File: config.mk
export PLATFORM = sky130hd
export DESIGN_NAME = mtr_duty_ramp
export DESIGN_NICKNAME = d
export VERILOG_FILES = /design/src/rtl/mtr_pkg.sv /design/src/rtl/mtr_tick_gen.sv /design/src/rtl/mtr_duty_ramp.sv
export SDC_FILE = /design/constraint.sdc
export NUM_CORES = 1
export LEC_CHECK = 0
export ABC_AREA = 1
export CORE_ASPECT_RATIO = 1.1
export CORE_UTILIZATION = 35
export CTS_CLUSTER_SIZE = 12
export DETAILED_ROUTE_END_ITERATION = 10
export PLACE_DENSITY = 0.61
export SLEW_MARGIN = 20
export SYNTH_ARGS = -nofsm -noshare
export SYNTH_HDL_FRONTEND = slang
export SYNTH_SLANG_ARGS = --single-unit
File: constraint.sdc
create_clock -name clk -period 5 [get_ports clk]
set_input_delay 1 -clock clk [delete_from_list [all_inputs] [get_ports clk]]
set_output_delay 1 -clock clk [all_outputs]
set_load 0.02 [all_outputs]
File: src/rtl/mtr_pkg.sv
// ---------------------------------------------------------------------------
// mtr_pkg
// Shared types and constants for the motor duty-ramp path.
//   spd_t        : signed 11-bit motor speed, -1024..+1023
//   duty_t       : unsigned 11-bit PWM duty word
//   DUTY_MID     : duty word for zero speed (50 %)
//   ramp_state_t : TRACK (following the target) / HOLD (zero-speed dwell)
//   DUTY_SAT_LO/HI : duty limits used when MTR_DUTY_SAT_EN is defined
// No ports.
// ---------------------------------------------------------------------------
package mtr_pkg;

  typedef logic signed [10:0] spd_t;
  typedef logic        [10:0] duty_t;

  localparam duty_t DUTY_MID    = 11'h400;
  localparam duty_t DUTY_SAT_LO = 11'd64;
  localparam duty_t DUTY_SAT_HI = 11'd1983;

  typedef enum logic {
    TRACK = 1'b0,
    HOLD  = 1'b1
  } ramp_state_t;

endpackage

File: src/rtl/mtr_tick_gen.sv
// ---------------------------------------------------------------------------
// mtr_tick_gen
// Free-running 0..TICK_DIV-1 counter that produces a one-cycle tick pulse
// on the cycle where the count equals TICK_DIV-1. After reset the first
// tick-qualified clock edge is edge number TICK_DIV.
// Ports:
//   clk   : system clock
//   rst_n : synchronous active-low reset (count restarts from 0)
//   tick  : one-cycle pulse, high while count == TICK_DIV-1
// ---------------------------------------------------------------------------
module mtr_tick_gen #(
  parameter int unsigned TICK_DIV = 2048
) (
  input  logic clk,
  input  logic rst_n,
  output logic tick
);

  localparam int CNT_W = (TICK_DIV > 1) ? $clog2(TICK_DIV) : 1;

  logic [CNT_W-1:0] cnt;

  assign tick = (cnt == CNT_W'(TICK_DIV - 1));

  always_ff @(posedge clk) begin
    if (!rst_n) begin
      cnt <= '0;
    end else if (tick) begin
      cnt <= '0;
    end else begin
      cnt <= cnt + CNT_W'(1);
    end
  end

endmodule

File: src/rtl/mtr_duty_ramp.sv
// ---------------------------------------------------------------------------
// mtr_duty_ramp
// Converts a signed speed command into the unsigned duty word for the PWM.
// Speed is slew-limited by STEP per update tick, and a zero-speed dwell of
// ZERO_HOLD ticks is forced before any change of direction.
//
// Optional build macro: MTR_DUTY_SAT_EN
//   defined   : duty clamped to DUTY_SAT_LO..DUTY_SAT_HI (keeps bootstrap
//               gate drivers charged); speed and at_tgt unaffected
//   undefined : full duty range 0..2047
//
// Ports:
//   clk      : system clock
//   rst_n    : synchronous active-low reset
//   en       : 1 = track spd_tgt, 0 = effective target is 0
//   spd_tgt  : signed target speed, -1024..+1023
//   duty     : registered duty word = speed + 0x400
//   at_tgt   : registered, speed equals the target sampled on last tick
//   rev_hold : registered, high during the zero-speed reversal dwell
// ---------------------------------------------------------------------------
module mtr_duty_ramp
  import mtr_pkg::*;
#(
  parameter int unsigned STEP      = 8,
  parameter int unsigned TICK_DIV  = 2048,
  parameter int unsigned ZERO_HOLD = 4
) (
  input  logic               clk,
  input  logic               rst_n,
  input  logic               en,
  input  logic signed [10:0] spd_tgt,
  output logic        [10:0] duty,
  output logic               at_tgt,
  output logic               rev_hold
);

  localparam int HOLD_W = $clog2(ZERO_HOLD + 1);

  localparam logic signed [11:0] STEP_W   = 12'(STEP);
  localparam spd_t               STEP_SPD = spd_t'(STEP);

  // Move cur one STEP toward tgt, landing exactly on tgt when within reach.
  // The difference is taken in 12 bits so -1024 to +1023 cannot overflow.
  function automatic spd_t step_toward(spd_t cur, spd_t tgt);
    logic signed [11:0] diff;
    diff = $signed({tgt[10], tgt}) - $signed({cur[10], cur});
    if ((diff >= -STEP_W) && (diff <= STEP_W)) begin
      return tgt;
    end else if (diff > 12'sd0) begin
      return cur + STEP_SPD;
    end else begin
      return cur - STEP_SPD;
    end
  endfunction

  function automatic duty_t sat_duty(duty_t d);
`ifdef MTR_DUTY_SAT_EN
    if (d < DUTY_SAT_LO) begin
      return DUTY_SAT_LO;
    end else if (d > DUTY_SAT_HI) begin
      return DUTY_SAT_HI;
    end else begin
      return d;
    end
`else
    return d;
`endif
  endfunction

  logic              vld_p0;
  spd_t              eff_tgt_p0;
  logic              rev_pend_p0;
  spd_t              nxt_spd_p0;
  ramp_state_t       nxt_state_p0;
  logic [HOLD_W-1:0] nxt_hold_p0;

  spd_t              cur_spd_p1;
  ramp_state_t       state_p1;
  logic [HOLD_W-1:0] hold_cnt_p1;

  mtr_tick_gen #(
    .TICK_DIV (TICK_DIV)
  ) u_tick (
    .clk   (clk),
    .rst_n (rst_n),
    .tick  (vld_p0)
  );

  // Stage p0: effective target, reversal detection and next speed/state
  always_comb begin
    eff_tgt_p0   = en ? spd_tgt : '0;
    rev_pend_p0  = (cur_spd_p1 != '0) && (eff_tgt_p0 != '0) &&
                   (cur_spd_p1[10] != eff_tgt_p0[10]);
    nxt_spd_p0   = cur_spd_p1;
    nxt_state_p0 = state_p1;
    nxt_hold_p0  = hold_cnt_p1;
    case (state_p1)
      TRACK: begin
        if (rev_pend_p0) begin
          // Brake toward zero first; the dwell starts once zero is reached.
          nxt_spd_p0 = step_toward(cur_spd_p1, '0);
          if (nxt_spd_p0 == '0) begin
            nxt_state_p0 = HOLD;
            nxt_hold_p0  = HOLD_W'(ZERO_HOLD);
          end
        end else begin
          nxt_spd_p0 = step_toward(cur_spd_p1, eff_tgt_p0);
        end
      end
      HOLD: begin
        // Dwell length is fixed: en or target changes do not shorten it.
        nxt_spd_p0  = '0;
        nxt_hold_p0 = hold_cnt_p1 - HOLD_W'(1);
        if (nxt_hold_p0 == '0) begin
          nxt_state_p0 = TRACK;
        end
      end
      default: begin
        nxt_state_p0 = TRACK;
      end
    endcase
  end

  // Stage p1: speed, state and outputs registered together on each tick
  always_ff @(posedge clk) begin
    if (!rst_n) begin
      cur_spd_p1  <= '0;
      state_p1    <= TRACK;
      hold_cnt_p1 <= '0;
      duty        <= DUTY_MID;
      at_tgt      <= 1'b0;
      rev_hold    <= 1'b0;
    end else if (vld_p0) begin
      cur_spd_p1  <= nxt_spd_p0;
      state_p1    <= nxt_state_p0;
      hold_cnt_p1 <= nxt_hold_p0;
      duty        <= sat_duty(duty_t'(nxt_spd_p0) + DUTY_MID);
      at_tgt      <= (nxt_spd_p0 == eff_tgt_p0);
      rev_hold    <= (nxt_state_p0 == HOLD);
    end
  end

endmodule

==> Word level (Yosys, flattened, before mapping) <==
Index checks and enable logic that the tools add are counted.
{ "word_totals": {"regBits": 38, "out_inout_bits": 13, "elab_cells": 52} }
{ "op_classes": {"add_sub_neg": 7, "magnitude_cmp": 6, "n_eq_ne": 5, "mux": 16, "bitwise_logic": 2, "n_reduce_logical": 10} }
{ "ops": {"columns": ["op", "n"], "rows": [
  ["$mux W11", 8],
  ["$ge A12 B4 Y1 const B", 2],
  ["$gt A12 B1 Y1 const B", 2],
  ["$le A12 B5 Y1 const B", 2],
  ["$pmux W11 S2", 1],
  ["$reduce_bool A11 Y1", 2],
  ["$sub A1 B11 Y12 const A", 1],
  ["$sub A11 B11 Y12", 1],
  ["$add A11 B1 Y11 const B", 1],
  ["$add A11 B11 Y11 const B", 1],
  ["$add A11 B5 Y11 const B", 1],
  ["$eq A11 B11 Y1", 1],
  ["$eq A11 B11 Y1 const B", 1],
  ["$logic_not A11 Y1", 1],
  ["$sub A11 B5 Y11 const B", 1],
  ["$mux W3", 2],
  ["$pmux W3 S2", 1],
  ["$logic_and A1 B1 Y1", 4],
  ["$ne A2 B2 Y1 const B", 2],
  ["$logic_not A3 Y1", 1],
  ["$mux W1", 3],
  ["$reduce_and A3 Y1", 1],
  ["$sub A3 B1 Y3 const B", 1],
  ["$not A1 Y1", 2],
  ["3 further kinds", 3]
]} }

==> Depth between registers and ports, before layout <==
Gate-level depths: netlist of the first run.
{ "logic_depth": {"word_depth": 10, "ltp_mapped": 28} }

==> By module <==
A second synthesis of the first run with hierarchy kept.
{ "unflattened": {"cells_unflattened": 583, "hier_area_um2": 3519.6} }
{ "modules_own_cells": {"columns": ["mod", "n_inst", "cells_each", "area_per_inst_um2", "seq_area_each_um2"], "rows": [
  ["mtr_duty_ramp", 1, 512, 2966.6, 340.3],
  ["mtr_tick_gen", 1, 71, 553.0, 220.2]
]} }

==> Worst setup path after synthesis of the first run <==
Ideal clock, no wire load.
{ "synth_path": {"path_type": "input-to-reg", "startpoint": "input en", "endpoint": "register at_tgt", "setup_time_ps": 59, "t_arrival_ps": 3510, "required_ps": 4941, "slack_ps": 1431, "path_stages": 27, "path_buffers": 2, "cell_sequence": "buf_4 -> nand2_1 -> ha_1 -> inv_1 -> fa_1 -> nand3_1 -> nand2_1 -> nand2_1 -> nand2_1 -> nand2_1 -> nand2_1 -> nand2_1 -> nand2_1 -> nor2_2 -> nand3_1 -> nand3_4 -> nand2_2 -> buf_6 -> nand2_1 -> nand3_1 -> nand2_1 -> nor2_1 -> nor2_1 -> nand2_1 -> nor2_1 -> nand2_1 -> nand2_1"} }
{ "synth_between": {"elab_chain_cells": 8, "word_cells_on_any_way": 15, "classes_between": "add/sub: 1; order compare: 3; eq/ne: 2; mux: 5; reduce/logical: 4"} }
{ "synth_rtl": {"columns": ["element", "line_no", "source"], "rows": [
  ["start, declared", "mtr_duty_ramp.sv:30", "input logic en,"],
  ["$mux W11 *", "mtr_duty_ramp.sv:91", "eff_tgt_p0 = en ? spd_tgt : '0;"],
  ["$sub A11 B11 Y12", "mtr_duty_ramp.sv:46", "diff = $signed({tgt[10], tgt}) - $signed({cur[10], cur});"],
  ["$gt A12 B1 Y1, or another cell as far along", "mtr_duty_ramp.sv:49", "end else if (diff > 12'sd0) begin"],
  ["$mux W11 / $logic_and A1 B1 Y1 (equally long branches)", "mtr_duty_ramp.sv:49, mtr_duty_ramp.sv:47", null],
  ["$mux W11", "mtr_duty_ramp.sv:47", "if ((diff >= -STEP_W) && (diff <= STEP_W)) begin"],
  ["$mux W11", "mtr_duty_ramp.sv:99", "if (rev_pend_p0) begin"],
  ["$pmux W11 S2", "mtr_duty_ramp.sv:97", "case (state_p1)"],
  ["$eq A11 B11 Y1 *", "mtr_duty_ramp.sv:138", "at_tgt <= (nxt_spd_p0 == eff_tgt_p0);"],
  ["end signal, assigned", "mtr_duty_ramp.sv:138", null],
  ["end, declared", "mtr_duty_ramp.sv:33", "output logic at_tgt,"]
]} }
Mark *: on every way between the ends. The rest lies on a longest branch, timed or not.
A chain may end at the register's enable or synchronous reset.

==> Final worst setup path of the first run <==
Same ends and word-level chain as after synthesis.

==> results.rst, run 1 <==
.. list-table::
   :header-rows: 1

   * - Metric
     - Value
   * - Final Cycle Share
     - 86.7%
   * - Top cell type's share of synthesized area
     - 19.2%
   * - Final hold violation count
     - 0
   * - Element type at the critical path end
     - flop
   * - DR vias
     - 3639
   * - Maximum clock path buffer count
     - 2
   * - Max VDD drop
     - 133 uV
   * - Number of fillers in the final layout
     - 1019
   * - Maximum fanout along the worst path
     - 13
   * - Fraction of the core area covered by cells at the end of the flow
     - 39.9%
   * - P_leak
     - 1.76 nW
   * - Overall routed net length
     - 10.2 mm
   * - Type of the worst min-delay path
     - reg2reg
   * - Count of antenna diodes in the layout
     - 0
   * - Height of the die
     - 102 um
   * - Root buffer cell
     - clkbuf_8
   * - Total power divided by cell area
     - 166 nW/um2
   * - Switching power
     - 0.194 mW
   * - Portion of total power attributed to combinational logic
     - 28.9%
   * - Distinct cell type count after synthesis
     - 32
   * - Part of the Yosys area used for sequential elements
     - 17.7%
   * - Relative contribution of the clock network to total power
     - 32.3%
   * - Number of antenna violations at the first check in global routing
     - 0
   * - Timing-limited maximum frequency
     - 231 MHz
   * - DP Wirelength
     - 8.11 mm
   * - Outcome
     - complete, but fails checks
   * - Clock transition at the registers of the reported paths
     - 0.11 ns
   * - Internal power of the cells
     - 0.388 mW
   * - Measured slew at the worst slew-check pin
     - 0.862 ns
   * - Pin count of the biggest net entering global routing
     - 23
   * - Number of buffers created by CTS
     - 3
   * - Post-synthesis instance area
     - 3170 um2
   * - Arrival time reported for the critical path endpoint
     - 4.58 ns
   * - Initial cell density of the core
     - 35.9%
   * - Count of buffers added by post-CTS timing repair for setup
     - 0
   * - Endpoints failing setup
     - 0
   * - Relative slew slack
     - 42.4%
   * - Crit path required time
     - 5.24 ns
   * - Number of global-route vias before repair
     - 3445
   * - Post-synthesis area per instance
     - 5.70 um2
   * - Warnings, synthesis
     - 0
   * - Number of cells produced by synthesis
     - 556
   * - Reported max-cap violation count
     - 0
   * - Die width
     - 92.8 um
   * - Final number of max-transition violations
     - 0
   * - Core region area
     - 8830 um2
   * - Share of cells above drive strength 1
     - 4.25%
   * - Kind of critical path
     - in2reg
   * - Count of boundary I/O pins
     - 27
   * - Setup repair after global routing missed its margin
     - no
   * - DRT iter0 DRCs
     - 358
   * - Global placement routability congestion
     - 0.938
   * - Commonest non-fill, non-tap cell in the layout
     - nand2_1
   * - Switching share of power
     - 33.3%
   * - Number of hold buffers added after cts
     - 0
   * - Number of levels in the clock H-tree
     - 1
   * - Cell type contributing the most total cell area after synthesis
     - nand2_1
   * - Violated checks
     - design-rule violations
   * - Setup Skew
     - 0.00753 ns
   * - Total die area
     - 9450 um2
   * - Site row count
     - 36
   * - Post-Syn Nets
     - 586
   * - Most frequent cells in the layout
     - nand2_1 (162), nand3_1 (92), inv_1 (67), nor2_1 (50)
   * - Wire length of the first global-routing pass
     - 16.7 mm
   * - Detail Route Antenna Nets
     - 0
   * - Combined global-route utilization of all metal layers
     - 22.2%
   * - Total congestion overflow
     - 0
   * - Leading post-synthesis cells by cell area
     - nand2_1 (19%), dfxtp_1 (18%), nand3_1 (15%)
   * - Sequential cell fraction of total power
     - 38.8%
   * - Detailed-route vias per instance
     - 5.36
   * - Area growth syn-to-layout
     - 10.9%
   * - Length of the first detailed-routing pass in iterations
     - 10
   * - Count of instances resized after the clock tree is built
     - 0
   * - Setup tns final
     - 0 ns
   * - Synth Register Bits
     - 28
   * - Total Nets Final
     - 596
   * - CP startpoint kind
     - primary input
   * - Worst skew pair latency
     - 0.29 ns
   * - Routed length per placed instance
     - 15.0 um
   * - Post-detailed-route DRC marker count
     - 1
   * - Minimum clock period
     - 4.33 ns
   * - TritonCTS sink count
     - 28
   * - CTS tree
     - yes
   * - Count of buffers inserted at the top-level ports
     - 26
-- power by group through the flow --
stage,clock network (mW),registers (mW),logic [mW]
2_1_floorplan,0,0.231,0.120
3_3_place_gp,0,0.231,0.165
3_5_place_dp,0,0.231,0.164
4_1_cts,0.192,0.226,0.165
5_1_grt,0.200,0.226,0.190
6_report,0.188,0.226,0.168
-- state kept, by name, indices dropped and copies added, names as in the netlist --
signal,flops
cur_spd_p1,1
duty,11
at_tgt,1
hold_cnt_p1,3
u_tick.cnt,11
state_p1,1
-- critical path: stages --
cell	delay, ns
clkdlybuf4s50_1	0.64
nand2_1	0.17
ha_1	0.21
inv_1	0.10
fa_1	0.43
inv_1	0.06
nand3_1	0.12
nor2_1	0.13
nand3_1	0.09
nor2_1	0.12
nand2_1	0.06
nor2_1	0.11
nand3_1	0.13
nand3_4	0.15
nand2_2	0.21
nand3_1	0.17
nand3_1	0.10
nand2_1	0.12
nand2_1	0.06
nand2_1	0.08
nand3_1	0.07
nor2_1	0.12
nand2_1	0.06
nand2_1	0.05
-- through the flow --
stage	power (mW)	hold WS (ns)	setup slack [ns]	cells	instance area, um2
detailed placement	0.395	0.437	0.383	675	3450
floorplan	0.351	0.418	1.43	556	3170
CTS	0.582	0.463	0.694	679	3520
global route	0.616	0.487	0.335	679	3520
global placement	0.396	0.431	0.436	675	3450
finish	0.582	0.462	0.665	679	3520
-- layout make-up --
class | count | area [um2] | area share (%)
timing repair buffer | 28 | 275 | 7.82
clock inverter | 1 | 30.0 | 0.853
sequential | 28 | 561 | 15.9
multi-input combinational | 433 | 2200 | 62.5
inverter | 72 | 270 | 7.68
clock buffer | 3 | 41.3 | 1.17
tap | 114 | 143 | 4.05
-- path summary, 6_finish.rpt --
path / from / end / slack [ns] / depth (start not counted)
worst max register to register: duty[1] / hold_cnt_p1[0] / 1.34 / 19
worst min-delay path: u_tick.cnt[0] / u_tick.cnt[0] / 0.46 / 1
worst max-delay path: en / at_tgt / 0.67 / 24
worst min register to register: u_tick.cnt[0] / u_tick.cnt[0] / 0.46 / 1
-- routing by layer --
metal  vias to the layer above  GRT usage [%]  routed length, um
met5                         -              0                  0
li1                       1819              -                  -
met3                        35           2.16                688
met4                         0           7.93                297
met1                      1634           29.8               4610
met2                       151           37.0               4600
-- cells in the mapped netlist (all sizes together) --
library cell    n
nor2           52
inv            70
o21a            1
and3            2
buf            16
or2             3
xnor2           3
ha             15
nand3          94
dfxtp          28
nand2         168
nor3           12
nand4          12
clkinv          2
a21oi          28
xor2           17
o22ai          10
nor3b           4
o21ai           8
fa              1
clkbuf          7
o211ai          2
a21boi          1
-- kinds of logic (layout without fill, tap and decap cells) --
kind of cell | Yosys count | count (layout) | synth area share, %
AOI/OAI and AO/OA | 50 | 50 | 8.84
xor gates and xnor gates | 20 | 20 | 5.52
adders and majority gates | 16 | 16 | 6.55
buffers and inverters | 95 | 104 | 13.0
DFF | 28 | 28 | 17.7
and+or+nand+nor | 347 | 347 | 48.4
(Power assumes the default switching activity.)
==> inputs of run 2 (changes only) <==
--- a/config.mk
+++ b/config.mk
@@ -8,8 +8,10 @@
 export ABC_AREA = 1
 export CORE_ASPECT_RATIO = 1.1
 export CORE_UTILIZATION = 35
+export CTS_CLUSTER_DIAMETER = 100
 export CTS_CLUSTER_SIZE = 12
 export DETAILED_ROUTE_END_ITERATION = 10
+export GPL_ROUTABILITY_DRIVEN = 0
 export PLACE_DENSITY = 0.61
 export SLEW_MARGIN = 20
 export SYNTH_ARGS = -nofsm -noshare
==> run 2 against run 1 <==
The run still ends with design-rule violations left. Worst setup slack better by 0.037 ns. Critical endpoint unchanged. Critical path depth up 1. Flip-flop and latch count unchanged. Clock skew about the same. Highest routed layer unchanged. Final cell count unchanged. Global-route usage down 0.79 points. Non-clock buffer count unchanged. Via count up 0.38%. Fmax up 0.86%.
==> results.rst, run 2 (synthesis results as in run 1) <==
.. list-table::
   :header-rows: 1

   * - Metric
     - Value
   * - Source of the worst register-to-register timing path
     - duty[1]
   * - Detail Route Antenna Nets
     - 0
   * - R2r setup slk
     - 1.26 ns
   * - Min-delay src
     - u_tick.cnt[0]
   * - Crit path required time
     - 5.19 ns
   * - Cell count of the worst hold path
     - 1
   * - Wire length of the first global-routing pass
     - 16.2 mm
   * - Largest registers
     - duty (11), u_tick.cnt (11), hold_cnt_p1 (3)
   * - Overall routed net length
     - 9.91 mm
   * - Number of cells in the finished layout apart from fillers
     - 679
   * - Post-detailed-route DRC marker count
     - 1
   * - DRT iter0 DRCs
     - 429
   * - Cell family with the largest share of critical-path delay
     - simple AND/OR/NAND/NOR gates
   * - Relative slew slack
     - 42.7%
   * - Total power divided by cell area
     - 164 nW/um2
   * - Share of cells above drive strength 1
     - 4.25%
   * - Maximum clock path buffer count
     - 2
   * - Die width
     - 92.8 um
   * - Fraction of the core area covered by cells at the end of the flow
     - 39.9%
   * - Worst skew pair latency
     - 0.28 ns
   * - Detailed-route vias per instance
     - 5.38
   * - Violated checks
     - design-rule violations
   * - Count of antenna diodes in the layout
     - 0
   * - Setup tns final
     - 0 ns
   * - Most frequent cells in the layout
     - nand2_1 (162), nand3_1 (92), inv_1 (67), nor2_1 (50)
   * - Core region area
     - 8830 um2
   * - Pin count of the biggest net entering global routing
     - 23
   * - Area growth syn-to-layout
     - 10.9%
   * - Setup Skew
     - 0.00793 ns
   * - Height of the die
     - 102 um
   * - Count of buffers inserted at the top-level ports
     - 26
   * - Routed length per placed instance
     - 14.6 um
   * - P_leak
     - 1.76 nW
   * - Relative contribution of the clock network to total power
     - 31.8%
   * - Hold-critical path endpoint
     - u_tick.cnt[0]
   * - DP Wirelength
     - 7.85 mm
   * - Initial cell density of the core
     - 35.9%
   * - TritonCTS sink count
     - 28
   * - Element type at the critical path end
     - flop
   * - Count of boundary I/O pins
     - 27
   * - Kind of critical path
     - in2reg
   * - Depth of the most critical reg-to-reg path
     - 19
   * - Endpoints failing setup
     - 0
   * - Delay of the slowest cell on the worst path
     - 0.63 ns
   * - Final Cycle Share
     - 86.0%
   * - Number of levels in the clock H-tree
     - 1
   * - Number of buffers created by CTS
     - 3
   * - Total Nets Final
     - 596
   * - Count of instances resized after the clock tree is built
     - 0
   * - Site row count
     - 36
   * - Worst path bufs/invs
     - 4
   * - Count of buffers added by post-CTS timing repair for setup
     - 0
   * - Total congestion overflow
     - 0
   * - Most used cell, CP
     - nand2_1
   * - Number of hold buffers added after cts
     - 0
   * - Critical path depth
     - 25
   * - CTS tree
     - yes
   * - Post-layout power
     - 0.576 mW
   * - Root buffer cell
     - clkbuf_8
   * - Type of the worst min-delay path
     - reg2reg
   * - Maximum fanout along the worst path
     - 13
   * - Minimum clock period
     - 4.30 ns
   * - Setup repair after global routing missed its margin
     - no
   * - Reg-to-reg endpoint
     - hold_cnt_p1[0]
   * - Portion of total power attributed to combinational logic
     - 28.9%
   * - Combined global-route utilization of all metal layers
     - 21.4%
   * - Final number of max-transition violations
     - 0
   * - Setup slack after placement
     - 0.483 ns
   * - Sequential cell fraction of total power
     - 39.3%
   * - Number of global-route vias before repair
     - 3311
   * - Clock transition at the registers of the reported paths
     - 0.10 ns
   * - Arrival time reported for the critical path endpoint
     - 4.49 ns
   * - Outcome
     - complete, but fails checks
   * - Max VDD drop
     - 103 uV
   * - Switching share of power
     - 32.6%
   * - Internal power of the cells
     - 0.388 mW
   * - Length of the first detailed-routing pass in iterations
     - 11
   * - Standard cell with the maximum stage delay on the critical path
     - clkdlybuf4s50_1
   * - Final hold violation count
     - 0
   * - Measured slew at the worst slew-check pin
     - 0.857 ns
   * - Switching power
     - 0.188 mW
   * - Number of antenna violations at the first check in global routing
     - 0
   * - CP startpoint kind
     - primary input
   * - Reported max-cap violation count
     - 0
   * - Commonest non-fill, non-tap cell in the layout
     - nand2_1
   * - Timing-limited maximum frequency
     - 233 MHz
   * - DR vias
     - 3653
   * - Number of fillers in the final layout
     - 972
   * - Total die area
     - 9450 um2
   * - Final worst-path setup slack
     - 0.702 ns
   * - Placed Cells incl. Taps
     - 675
run 2: cell counts in the layout (fill, tap and decap cells not counted):
No cell type changed its count.
run 2: worst max-delay path by stage:
stage	end	start
after floorplan	at_tgt	en
after global placement	at_tgt	en
after detailed placement	at_tgt	en
after CTS	at_tgt	en
after global routing	at_tgt	en
final	at_tgt	en
run 2: worst reg2reg max path: cells and delay by family, from the launching register on:
family	cells	cell delay (ns)
buffers and inverters	2	0.24
adders and majority gates	1	0.32
AOI/OAI and AO/OA	3	0.54
DFF	1	0.38
and+or+nand+nor	13	2.16
run 2: routing by layer:
layer | GRT usage (%) | share of wire, % | wire length (um) | vias up
li1 | - | - | - | 1818
met1 | 28.7 | 44 | 4390 | 1632
met2 | 34.9 | 45 | 4440 | 177
met3 | 2.23 | 8.3 | 822 | 26
met4 | 8.99 | 2.6 | 257 | 0
met5 | 0 | 0 | 0 | -
run 2: power by group through the flow:
stage	sequential [mW]	combinational [mW]	clock (mW)
2_1_floorplan	0.231	0.120	0
3_3_place_gp	0.231	0.161	0
3_5_place_dp	0.231	0.162	0
4_1_cts	0.226	0.162	0.190
5_1_grt	0.227	0.187	0.202
6_report	0.226	0.166	0.183
run 2: layout make-up:
class | count | area, um2 | area share [%]
inverters | 72 | 270 | 7.68
multi-input cells | 433 | 2200 | 62.5
flip-flops and latches | 28 | 561 | 15.9
clock buffers | 3 | 41.3 | 1.17
well taps | 114 | 143 | 4.05
clock inverters | 1 | 30.0 | 0.853
repair buffers | 28 | 275 | 7.82
run 2: per-stage QoR:
step | area [um2] | hold WS, ns
after floorplan | 3170 | 0.418
after global placement | 3450 | 0.432
after detailed placement | 3450 | 0.443
after CTS | 3520 | 0.467
after global routing | 3520 | 0.491
final | 3520 | 0.460
